[src/rtl/booth_mult_seq.sv]
// Sequential radix-2 Booth multiplier with valid/ready handshakes on both sides.
// One Booth step per clock; signed or unsigned operands selected per transaction.
module booth_mult_seq #(
    parameter int WIDTH = 8
) (
    input  logic                 clk,
    input  logic                 reset,
    input  logic                 in_valid,
    output logic                 in_ready,
    input  logic [WIDTH-1:0]     multiplicand,
    input  logic [WIDTH-1:0]     multiplier,
    input  logic                 op_signed,
    input  logic                 abort,
    output logic                 busy,
    output logic                 out_valid,
    input  logic                 out_ready,
    output logic [2*WIDTH-1:0]   product
);

    localparam int CW = $clog2(WIDTH + 2);

    typedef enum logic [1:0] {
        IDLE = 2'd0,
        CALC = 2'd1,
        DONE = 2'd2
    } state_t;

    state_t state;
    state_t state_next;

    logic [WIDTH:0]   acc;
    logic [WIDTH:0]   mr;
    logic [WIDTH:0]   qr;
    logic             q_1;
    logic             mode_signed;
    logic [CW-1:0]    cnt;

    logic             accept;
    logic             last_step;
    logic [WIDTH:0]   acc_sum;
    logic [WIDTH:0]   acc_step;
    logic [WIDTH:0]   qr_step;
    logic             q1_step;
    logic [2*WIDTH-1:0] step_product;

    assign accept    = (state == IDLE) && in_valid && !abort;
    assign last_step = (cnt == CW'(1));

    always_comb begin
        acc_sum = acc;
        unique case ({qr[0], q_1})
            2'b01:   acc_sum = acc + mr;
            2'b10:   acc_sum = acc - mr;
            default: acc_sum = acc;
        endcase
    end

    // In signed mode QR is only WIDTH bits wide, so bit WIDTH stays out of the shift chain.
    always_comb begin
        acc_step = {acc_sum[WIDTH], acc_sum[WIDTH:1]};
        q1_step  = qr[0];
        if (mode_signed) begin
            qr_step      = {1'b0, acc_sum[0], qr[WIDTH-1:1]};
            step_product = {acc_step[WIDTH-1:0], qr_step[WIDTH-1:0]};
        end else begin
            qr_step      = {acc_sum[0], qr[WIDTH:1]};
            step_product = {acc_step[WIDTH-2:0], qr_step};
        end
    end

    always_ff @(posedge clk or posedge reset) begin
        if (reset) begin
            state <= IDLE;
        end else begin
            state <= state_next;
        end
    end

    always_comb begin
        state_next = state;
        if (abort) begin
            state_next = IDLE;
        end else begin
            unique case (state)
                IDLE: if (in_valid)             state_next = CALC;
                CALC: if (last_step)            state_next = DONE;
                DONE: if (out_ready)            state_next = IDLE;
                default:                        state_next = IDLE;
            endcase
        end
    end

    always_comb begin
        in_ready  = 1'b0;
        busy      = 1'b0;
        out_valid = 1'b0;
        unique case (state)
            IDLE:    in_ready  = 1'b1;
            CALC:    busy      = 1'b1;
            DONE: begin
                busy      = 1'b1;
                out_valid = 1'b1;
            end
            default: in_ready  = 1'b0;
        endcase
    end

    // Abort freezes the datapath; product keeps whatever it last held.
    always_ff @(posedge clk or posedge reset) begin
        if (reset) begin
            acc         <= '0;
            mr          <= '0;
            qr          <= '0;
            q_1         <= 1'b0;
            mode_signed <= 1'b0;
            cnt         <= '0;
            product     <= '0;
        end else if (!abort) begin
            if (accept) begin
                acc         <= '0;
                mr          <= op_signed ? {multiplicand[WIDTH-1], multiplicand}
                                         : {1'b0, multiplicand};
                qr          <= {1'b0, multiplier};
                q_1         <= 1'b0;
                mode_signed <= op_signed;
                cnt         <= op_signed ? CW'(WIDTH) : CW'(WIDTH + 1);
            end else if (state == CALC) begin
                acc <= acc_step;
                qr  <= qr_step;
                q_1 <= q1_step;
                cnt <= cnt - CW'(1);
                if (last_step) begin
                    product <= step_product;
                end
            end
        end
    end

endmodule
[config.mk]
export PLATFORM = sky130hd
export DESIGN_NAME = booth_mult_seq
export DESIGN_NICKNAME = d
export VERILOG_FILES = /design/src/rtl/booth_mult_seq.sv
export SDC_FILE = /design/constraint.sdc
export NUM_CORES = 1
export LEC_CHECK = 0
export CORE_MARGIN = 1.5
export CORE_UTILIZATION = 40
export CTS_CLUSTER_DIAMETER = 60
export DETAILED_ROUTE_END_ITERATION = 7
export GPL_TIMING_DRIVEN = 1
export PLACE_DENSITY_LB_ADDON = 0.1
export SLEW_MARGIN = 20
export SYNTH_ARGS = -nofsm -noshare
export SYNTH_HDL_FRONTEND = slang
export SYNTH_SLANG_ARGS = --single-unit
[constraint.sdc]
create_clock -name clk -period 7.2 [get_ports clk]
set_input_delay 1.08 -clock clk [delete_from_list [all_inputs] [get_ports clk]]
set_output_delay 1.08 -clock clk [all_outputs]
set_load 0.02 [all_outputs]
# Word-level counts from Yosys, hierarchy flattened

Index checks and enable logic that the tools add are counted.

$add $sub $neg: 3
Equal/unequal tests: 8
Multiplexer cells: 21
Bitwise operators: 2
Reductions and logical operators: 10

Operators by type and width:

| kind                | number |
|---|---|
| $mux 9              | 6 |
| $pmux 9 s2          | 1 |
| $mux 16             | 1 |
| $add 9x9->9         | 1 |
| $ne 3x3->1 const B  | 3 |
| $sub 9x9->9         | 1 |
| $mux 2              | 4 |
| $mux 4              | 2 |
| $mux 1              | 6 |
| $pmux 2 s3          | 1 |
| $eq 2x1->1 const B  | 2 |
| $eq 2x2->1 const B  | 2 |
| $eq 4x1->1 const B  | 1 |
| $reduce_and 2->1    | 2 |
| $reduce_and 4->1    | 1 |
| $sub 4x1->4 const B | 1 |
| $reduce_and 3->1    | 1 |
| $logic_and 1x1->1   | 2 |
| $logic_not 2->1     | 1 |
| $not 1->1           | 2 |
| $reduce_bool 2->1   | 1 |
| $reduce_or 2->1     | 1 |
| $logic_not 1->1     | 1 |

Register bits: 51
Word-level logic and storage cells: 52

# Longest topological paths before layout

Depth after elaboration: 5
Mapped depth: 13

# Least setup slack after synthesis

Ideal clock, no wire load.

Kind: register to register
Start: register mr[0]
End: register product[15]
Setup time: 87 ps
Arrival time: 2817 ps
Data required time: 7113 ps
Path slack: 4296 ps
Stages on the path, launching flop included: 11
Buffers on the path: 0
Clock period less this slack: 2904 ps
Path through: dfrtp_1 > or4_1 > o41ai_1 > xor2_1 > ha_1 > o21a_1 > and2_4 > a221oi_2 > xnor2_1 > or4_1 > o211ai_1

Cells in the longest elaborated chain, start to end: 3
Elaborated cells between the ends (all ways): 4

Ends and longest elaborated chain:

| element                                    | line   | source |
|---|---|---|
| start: declaration                         | 32     | `logic [WIDTH:0] mr;` |
| start signal: assignment                   | 121    | `mr <= op_signed ? {multiplicand[WIDTH-1], multiplicand}` |
| $sub 9x9->9 or $add 9x9->9 (tied branches) | 53, 52 |  |
| $pmux 9 s2 *                               | 51     | `unique case ({qr[0], q_1})` |
| $mux 16 *                                  | 62     | `if (mode_signed) begin` |
| end signal: assignment                     | 133    | `product <= step_product;` |
| end: declaration                           | 17     | `output logic [2*WIDTH-1:0] product` |

Every way passes the cells marked *; elsewhere a longest branch is shown, timed or not.
A chain may end at the register's enable or synchronous reset.

# Final worst setup path

Start: input port abort
End: register product[15]

Cells in the longest elaborated chain, start to end: 4
Elaborated cells between the ends (all ways): 5

Ends and longest elaborated chain:

| element                      | line | source |
|---|---|---|
| start: declaration           | 13   | `input logic abort,` |
| $logic_not 1->1              | -    |  |
| $logic_and 1x1->1            | 46   | `assign accept = (state == IDLE) && in_valid && !abort;` |
| $not 1->1 (no line)          | -    |  |
| $reduce_and 4->1 (no line) * | -    |  |

Marked as above.

==> qor.csv <==
metric,value,unit
status,"complete, no violations",
power.switching,710,µW
critPathLaunch,abort,
via_per_inst,5.11,
synth-main-ff-cell,dfrtp_1,
pwr-share-seq,0.310,
cts_buffers,5,
wl,6.03,mm
clk_latency,320,ps
clockBufferDepth,2,
fin_nets,378,
hp-class,register to register,
critPathMaxFanout,20,
ctsResizeCount,0,
place_congestion,0.845,
cp-end-kind,register,
cts.sinks,50,
placed_area,0.00336,mm²
drtPass1Iterations,4,
finalSetupViolCount,0,
required,7400,ps
final-hold-violation-count,0,
post_cts_buffers,0,
holdWs,484,ps
grt_pass1_vias,2012,
peakVddDrop,0.177,mV
drc,0,
clkTransAtPathRegs,110,ps
dr.first_iter.drc_count,104,
power_frac_comb,0.577,
rsz0062_at_grt,no,
portBuffers,40,
ys_warn_count,0,
dieWidth,88.4,µm
p_per_area,456,mW/mm²
p_clk_frac,0.112,
grt_use_total,0.166,
worstPathArrival,3880,ps
rows,30,
io_pins,41,
die_h,88.4,µm
switching_share,0.450,
wl_per_cell,13.8,µm
n_antenna_cell,0,
period_needed,3680,ps
ctsHoldBuffers,0,
drtAntennaViolNets,0,
syn_area,0.00292,mm²
fin_area,0.00346,mm²
antenna_found_initial,0,
grt_max_degree,51,
synth_cell_types,52,
fp.dieArea,0.00781,mm²
async_flop_share,1.00,
critical_path_class,primary input to register,
leakagePower,1.53,nW
slew_viol_final,0,
synth-seq-cells,50,
worst_slew_pin_slew,858,ps
synth_edf_count,0,
cts_tree,done,
drive_gt1_frac,0.0824,
syn_to_final_growth,18.7,%
timing.fmax,0.272,GHz
worstSetupStartpointType,primary input,
dp_hpwl,4.40,mm
p_int,867,µW
finClkSkew,15.0,ps
cts_root_buffer,clkbuf_8,
slew_headroom,0.427,
htreeDepth,2,
syn_nets,343,
synth_area_per_cell,9.59,µm²
synth_cells,304,
core-area,0.00691,mm²
ys_seq_area_frac,0.429,
finalSetupTns,0,ps
hold_start,product[5]$_DFFE_PP0P_,
grt-ovfl-total,0,
max_cap_violations,0,
via_count,2226,
post-route-period-util,0.511,
final_util,0.501,
grt_pass1_wl,9.90,mm
r2r_start,mr[0]$_DFFE_PP0P_,
initial_core_util,0.422,
## area by class of cell
cell class	instances	area, µm²
Multi-Input combinational cell	226	1530
Clock buffer	5	68.8
Inverter	14	53.8
Fill cell	686	3440
Timing Repair Buffer	42	415
Tap cell	96	120
Clock inverter	3	28.8
Sequential cell	50	1250
## state kept, by name, indices dropped and copies added (netlist names)
name	flops
product	16
mr	9
acc	8
state	2
cnt	4
mode_signed	1
qr	9
q_1	1
## per-stage QoR
step	setup slack [ps]	total power, mW	std cells
floorplan	4300	1.17	304
global placement	3270	1.40	428
detailed placement	3170	1.41	428
CTS	3520	1.59	436
global route	3280	1.72	436
finish	3520	1.58	436
## worst max-delay path: stages
cell	delay (ps)
clkdlybuf4s50_1	510
nand2b_1	350
a21oi_2	690
nand3_1	720
a221oi_1	420
o211ai_1	110
## Yosys cell counts (all sizes together), types with 5 or more instances
cell type	count	area share
a211oi	5	0.015
a21oi	13	0.024
a221o	7	0.024
a22o	6	0.018
clkbuf	10	0.018
dfrtp	50	0.43
ha	16	0.069
inv	14	0.018
mux2	9	0.035
mux2i	7	0.024
nand2	54	0.069
nor2	29	0.043
o21ai	23	0.039
xnor2	10	0.030
## power by group through the flow
stage               combinational [mW]  sequential, mW  clock, mW
floorplan                        0.665           0.505          0
global placement                 0.901           0.495          0
detailed placement               0.910           0.496          0
CTS                              0.915           0.490      0.183
global route                      1.02           0.508      0.195
finish                           0.911           0.489      0.177
## path summary, 6_finish.rpt
check	end	slack [ps]	cells past startpoint
max in group asynchronous	mr[5]$_DFFE_PP0P_	5460	2
worst max register to register	product[15]$_DFFE_PP0P_	4010	10
worst max-delay path	product[15]$_DFFE_PP0P_	3520	6
min in group asynchronous	product[2]$_DFFE_PP0P_	1210	2
worst min register to register	product[5]$_DFFE_PP0P_	480	2
worst min-delay path	product[5]$_DFFE_PP0P_	480	2
## logic make-up (layout without fill, tap and decap cells)
logic type | Yosys count | after routing | share of synthesized area
AOI/OAI and AO/OA | 74 | 74 | 0.181
xor gates and xnor gates | 12 | 12 | 0.0360
adders and majority gates | 17 | 17 | 0.0755
buffers and inverters | 28 | 64 | 0.0489
DFF | 50 | 50 | 0.429
muxes | 16 | 16 | 0.0588
and+or+nand+nor | 107 | 107 | 0.171
## cells in the final DEF (no fill, tap or decap), types with 4 or more instances in the layout
cell type,netlist,routed
dfrtp_1,50,50
o21ai_1,11,11
nor2_1,28,27
inv_1,14,13
clkdlybuf4s50_1,0,40
a221o_1,7,7
nor2b_1,4,4
mux2_2,8,8
mux2i_1,7,7
o21ai_0,12,12
ha_1,16,16
nand3_1,4,4
a211oi_1,4,4
or4_1,4,4
a21oi_1,12,12
a22o_1,6,6
nand2_1,54,54
xnor2_1,10,10
clkbuf_8,1,5
o211ai_1,4,4
## metal layers
layer  vias up  wire, µm  global-route usage
met1      1044      3130               0.247
met5         -         0                   0
met4         0        72              0.0469
li1       1140         -                   -
met3         6       171              0.0308
met2        36      2660               0.247
No activity file was read; power rests on OpenSTA's default activity.
